`src/rtl/pipe_stage_skid.sv`:
```
// Valid/ready pipeline stage with a 2-entry skid buffer, registered in_ready and synchronous flush.
// Optional performance counters (stall_cycles, drop_count) are enabled with `define PIPE_STAGE_SKID_PERF_EN.
module pipe_stage_skid #(
   parameter int unsigned WIDTH = 32
`ifdef PIPE_STAGE_SKID_PERF_EN
   , parameter int unsigned CNT_W = 32
`endif
) (
   input  logic             clk,
   input  logic             rst,
   input  logic             flush,
   input  logic             in_valid,
   output logic             in_ready,
   input  logic [WIDTH-1:0] in_data,
   output logic             out_valid,
   input  logic             out_ready,
   output logic [WIDTH-1:0] out_data,
   output logic [1:0]       occupancy
`ifdef PIPE_STAGE_SKID_PERF_EN
   , output logic [CNT_W-1:0] stall_cycles
   , output logic [CNT_W-1:0] drop_count
`endif
);

   // Encoding is {skid_v, main_v}; the (skid only) code is unreachable.
   typedef enum logic [1:0] {
      S_EMPTY = 2'b00,
      S_ONE   = 2'b01,
      S_FULL  = 2'b11
   } state_t;

   state_t           r_state;
   state_t           w_state_nxt;
   logic             r_in_ready;
   logic [1:0]       r_occ;
   logic [WIDTH-1:0] r_main_d;
   logic [WIDTH-1:0] r_skid_d;

   logic w_clear;
   logic w_in_fire;
   logic w_out_fire;
   logic w_ld_main;
   logic w_main_from_skid;
   logic w_ld_skid;

   assign w_clear    = rst | flush;
   assign w_in_fire  = in_valid & r_in_ready;
   assign w_out_fire = r_state[0] & out_ready;

   // State register, plus the registered handshake/occupancy views of the next state
   always_ff @(posedge clk) begin
      if (w_clear) begin
         r_state    <= S_EMPTY;
         r_in_ready <= 1'b1;
         r_occ      <= 2'd0;
      end else begin
         r_state    <= w_state_nxt;
         r_in_ready <= ~w_state_nxt[1];
         r_occ      <= 2'(w_state_nxt[0]) + 2'(w_state_nxt[1]);
      end
   end

   // Next-state logic
   always_comb begin
      w_state_nxt = r_state;
      unique case (r_state)
         S_EMPTY: if (w_in_fire) w_state_nxt = S_ONE;
         S_ONE: begin
            if (w_in_fire && !w_out_fire)      w_state_nxt = S_FULL;
            else if (!w_in_fire && w_out_fire) w_state_nxt = S_EMPTY;
         end
         S_FULL:  if (w_out_fire) w_state_nxt = S_ONE;
         default: w_state_nxt = S_EMPTY;
      endcase
   end

   // Datapath load controls decoded from state and handshakes
   always_comb begin
      w_ld_main        = 1'b0;
      w_main_from_skid = 1'b0;
      w_ld_skid        = 1'b0;
      unique case (r_state)
         S_EMPTY: w_ld_main = w_in_fire;
         S_ONE: begin
            w_ld_main = w_in_fire & w_out_fire;
            w_ld_skid = w_in_fire & ~w_out_fire;
         end
         S_FULL: begin
            w_ld_main        = w_out_fire;
            w_main_from_skid = 1'b1;
         end
         default: begin
            w_ld_main = 1'b0;
            w_ld_skid = 1'b0;
         end
      endcase
   end

   // Payload registers; flush/rst zero them so stale data never leaks out
   always_ff @(posedge clk) begin
      if (w_clear) begin
         r_main_d <= '0;
         r_skid_d <= '0;
      end else begin
         if (w_ld_main) r_main_d <= w_main_from_skid ? r_skid_d : in_data;
         if (w_ld_skid) r_skid_d <= in_data;
      end
   end

   assign in_ready  = r_in_ready;
   assign out_valid = r_state[0];
   assign out_data  = r_main_d;
   assign occupancy = r_occ;

`ifdef PIPE_STAGE_SKID_PERF_EN
   localparam int unsigned SUM_W = CNT_W + 2;
   localparam logic [CNT_W-1:0] CNT_MAX = '1;

   logic [CNT_W-1:0] r_stall;
   logic [CNT_W-1:0] r_drop;
   logic [SUM_W-1:0] w_drop_sum;
   logic [CNT_W-1:0] w_drop_sat;

   assign w_drop_sum = SUM_W'(r_drop) + SUM_W'(r_occ);
   assign w_drop_sat = (w_drop_sum > SUM_W'(CNT_MAX)) ? CNT_MAX : w_drop_sum[CNT_W-1:0];

   // Saturating counters; only rst clears them
   always_ff @(posedge clk) begin
      if (rst) begin
         r_stall <= '0;
         r_drop  <= '0;
      end else begin
         if (r_state[0] && !out_ready && (r_stall != CNT_MAX)) r_stall <= r_stall + CNT_W'(1);
         if (flush) r_drop <= w_drop_sat;
      end
   end

   assign stall_cycles = r_stall;
   assign drop_count   = r_drop;
`endif

endmodule

```
`config.mk`:
```
export PLATFORM = sky130hd
export DESIGN_NAME = pipe_stage_skid
export DESIGN_NICKNAME = d
export VERILOG_FILES = /design/src/rtl/pipe_stage_skid.sv
export SDC_FILE = /design/constraint.sdc
export NUM_CORES = 1
export LEC_CHECK = 0
export CAP_MARGIN = 10
export CORE_AREA = 2 2 89 91
export DETAILED_ROUTE_END_ITERATION = 8
export DIE_AREA = 0 0 91 93
export PLACE_DENSITY = 0.67
export SETUP_SLACK_MARGIN = 0.1
export SYNTH_ARGS = -nofsm -noshare
export SYNTH_HDL_FRONTEND = slang
export SYNTH_SLANG_ARGS = --single-unit
```
`constraint.sdc`:
```
create_clock -name clk -period 1.45 [get_ports clk]
set_input_delay 0.3625 -clock clk [delete_from_list [all_inputs] [get_ports clk]]
set_output_delay 0.3625 -clock clk [all_outputs]
set_load 0.03 [all_outputs]
```
# Yosys cells after proc, flatten, opt, wreduce, memory -nomap -nowiden
# Cells that the tools add are included.
# word_totals
input_bits	37
latch_bits	0
ram_bits	0
register_bits	69
out_inout_bits	36
n_memories	0
word_cells	29
rom_bits	0
# classes
n_shift	0
muxes	9
bitwise_logic	7
reduce_logical	5
magnitude_cmp	0
eq_ne	2
div_mod_pow	0
multipliers	0
add_sub_neg	1
# op_table
cell	count
$mux W32	1
$mux W2	4
$pmux W2 S3	1
$and A1 B1 Y1	4
$pmux W1 S3	1
$add A1 B1 Y2	1
$eq A2 B1 Y1 const B	1
$eq A2 B2 Y1 const B	1
$logic_and A1 B1 Y1	2
$logic_not A1 Y1	2
$logic_not A2 Y1	1
$mux W1	2
$not A1 Y1	2
$or A1 B1 Y1	1

# Longest topological paths before layout
# logic_depth
word_depth	7
depth_mapped	6
mapped_depth_nobuf	4

# Worst setup path after synthesis
# OpenSTA, ideal clock, no wires.
# synth_timing
path_kind	register -> register
from	register r_state[0]
to	register r_main_d[10] (netlist: out_data[10])
required_ns	1.361
arrival_time_ns	1.542
path_slack_ns	-0.181
setup_time_ns	0.089
path_buffers	2
period_less_slack_ns	1.631
stages_incl_launch_ff	7
path_cell_list	dfxtp_1 buf_2 nor2b_4 nor3_4 buf_6 nor2_1 a311oi_2
# synth_via
elab_chain_cells	3
word_cells_on_any_way	8
cone_classes	2 x eq/ne; 3 x mux; 2 x bitwise; 1 x reduce/logical
# synth_rtl
element	line	source
start, declared	32	state_t r_state;
start signal, assigned	57	r_state <= w_state_nxt;
$and A1 B1 Y1 or $eq A2 B2 Y1 (tied branches)	48, 82	
$and A1 B1 Y1 or $mux W1 (tied branches)	85, 82	
$pmux W1 S3 or $mux W32 (tied branches)	82, 105	
end signal, assigned	105	if (w_ld_main) r_main_d <= w_main_from_skid ? r_skid_d : in_data;
end, declared	36	logic [WIDTH-1:0] r_main_d;
# Parallel ways exist; a longest one is shown, timed or not.
# A chain may end at the register's enable or synchronous reset.

# Final worst setup path
# layout_timing
from	register r_state[1]
to	register r_main_d[20] (netlist: out_data[20])
# layout_via
elab_chain_cells	3
word_cells_on_any_way	6
cone_classes	2 x eq/ne; 3 x mux; 1 x reduce/logical
# layout_rtl
element	line	source
$eq A2 B2 Y1	82	unique case (r_state)
$mux W1	82	
$mux W32	105	
# Parallel ways exist; a longest one is shown, timed or not.

==> metrics.md <==
| Metric | Value |
|---|---|
| Outcome | completed |
| # rows | 32 |
| Later-pin clock latency in the skew report | approximately 340 ps |
| Crit. End Element | flip-flop |
| Drt wl/cell | about 15 µm |
| Share of cells above drive strength 1 | 33.2% |
| TritonCTS clock tree | yes |
| TritonRoute pass-1 iters | 4 |
| Final setup fails | 0 |
| Clk buf depth | 2 |
| Synth warn | 0 |
| CP required | 1690 ps |
| Most frequent cells in the layout | nand2_1, dfxtp_1, clkdlybuf4s50_1, a21oi_1 |
| Initial antenna violation count | 0 |
| Dpl hpwl | 4610 µm |
| Global-route wire length before repair | around 13000 µm |
| Worst min path class | reg -> reg |
| Post-Syn Area | 0.00293 mm² |
| Design Power | 0.00425 W |
| Hold buffers post-CTS | 0 |
| Remaining global-route overflow | 0 |
| # diodes | 0 |
| Commonest non-fill, non-tap cell in the layout | nand2_1 |
| Via count | 2775 |
| Die X | 91 µm |
| H-tree depth | 3 |
| Number of global-route vias before repair | 2687 |
| Lkg Pwr | around 1.6 nW |
| Clock Sinks | 69 |
| Slew headroom | 83.1% |
| Critical path class | reg -> reg |
| Synth Register Bits | a little under 70 |
| Cells after Synth | 346 |
| GP Congestion | 0.773 |
| Final setup TNS | 0 ps |
| DRT antenna net count | 0 |
| Crit Path Max Fanout | 6 |
| Detailed Route WL | 7980 µm |
| Starting DRT DRC Count | 100 |
| Residual DRC | 0 |
| Ports | 73 |
| Vias/cell | 5.09 |
| Reg clk slew, reported paths | 80 ps |
| Critical Path Start Type | flip-flop |
| Peak VDD IR | 0.000468 V |
| PD cells | 981 mW/mm² |
| Die height | between 90 and 100 µm |
| Layout Nets | between 400 and 500 |
| Syn-to-layout area delta | 47.8% |
| CP arrival | 1670 ps |
| Final hold violations | 0 |
| Mapped Avg Cell Area | 8.48 µm² |
| Port Buffers | 72 |
| Unrepaired setup endpoints after global routing | true |
| Largest net degree at the start of global routing | 44 |
| Syn_nets | 383 |
| Gr usage total | a little under a fifth |
| Synth unique cells | 22 |
| Clock Tree Root | clkbuf_8 |
| Die footprint | about 0.0085 mm² |
| Clock period minus worst slack | about 1400 ps |
| Clk_skew | 14.4 ps |
| F_max | 0.702 GHz |
| Total CTS buffers | 9 |
| Max-cap viol count | 0 |
| Slew Viols, Final | 0 |
| Core area | 0.00753 mm² |
| Initial Utilization | 39.0% |
| Worst Max-Slew Pin Slew | 252 ps |
| Post-route clock period utilization | between 90% and 100% |
| Place WS | -458 ps |
| Register area share after synthesis | 47.1% |
| Fin worst setup slack | 26.1 ps |
==> cells by family (layout without fill, tap and decap cells) <==
logic type,Yosys count,count (layout),synth area share [%]
AND/OR/NAND/NOR,176,176,25.4
flip-flops,69,69,47.1
AO/OA/AOI/OAI,67,67,21.6
buffers and inverters,33,130,5.54
multiplexers,1,1,0.384
==> layout make-up <==
cell class | instances | area, µm²
clock buffers | 9 | 124
clock inverters | 7 | 73.8
fillers | 737 | 3190
inverters | 1 | 3.75
multi-input cells | 244 | 1480
flip-flops and latches | 69 | 1390
well taps | 102 | 128
repair buffers | 113 | 1140
==> metrics by stage <==
step	utilization (%)	instances	cell area (µm²)	hold slack (ps)
after floorplan	-	346	2960	437
after global placement	51.4	512	3870	438
after global routing	57.6	545	4340	478
after detailed placement	51.4	512	3870	447
after CTS	57.3	541	4310	457
final	57.6	545	4340	455
==> worst paths after layout <==
check / from / end / slack, ps / cells past startpoint
max: r_state[1] / out_data[20] / 30 / 8
max reg2reg: r_state[1] / out_data[20] / 30 / 8
min: r_skid_d[16] / r_skid_d[16] / 460 / 2
min reg2reg: r_skid_d[16] / r_skid_d[16] / 460 / 2
==> cells in the mapped netlist (all sizes together) <==
| library cell | instances | area, µm² |
|---|---|---|
| nand2 | 99 | 372 |
| dfxtp | 69 | 1380 |
| nor2 | 35 | 131 |
| a21oi | 34 | 170 |
| a311oi | 32 | 455 |
| nand3 | 32 | 160 |
| clkbuf | 22 | 82.6 |
| buf | 10 | 76.3 |
| nor3 | 4 | 36.3 |
| nand2b | 2 | 12.5 |
| nor2b | 2 | 20.0 |
| inv | 1 | 3.75 |
| mux2 | 1 | 11.3 |
| o22a | 1 | 8.76 |
| or2 | 1 | 6.26 |
| or3 | 1 | 6.26 |
==> repair_timing <==
item / CTS / global route
setup endpoints to repair: 100 / 81
pin swaps: 4 / 5
setup buffers: 7 / 2
gates resized for setup: 159 / 46
cloned: 6 / 2
==> sequential cells by signal, indices dropped and copies added, names as in the netlist <==
name and flops:
occupancy 2, r_skid_d 32, out_data 32, r_state 2, in_ready 1
==> power breakdown <==
group / leakage (nW) / internal (W) / switching [W]
sequential: 0.561 / 0.00194 / 0.0000300
combinational: 0.967 / 0.000343 / 0.000364
clock: 0.0962 / 0.000801 / 0.000775
==> critical path, cell delays in order (launching register included) <==
cell and delay, ps:
dfxtp_4 380, buf_6 100, a21oi_4 30, nor3_4 170, buf_6 160, buf_12 140
buf_12 140, nor2_2 40, a311oi_2 170
==> metal layers <==
metal  track usage (%)  wire [µm]  share of wire, %
met1              22.1       3440                43
met3              3.79        359               4.5
met2              33.6       4060                51
met5                 0          0                 0
met4              8.08        116               1.5
(Power assumes the default switching activity.)
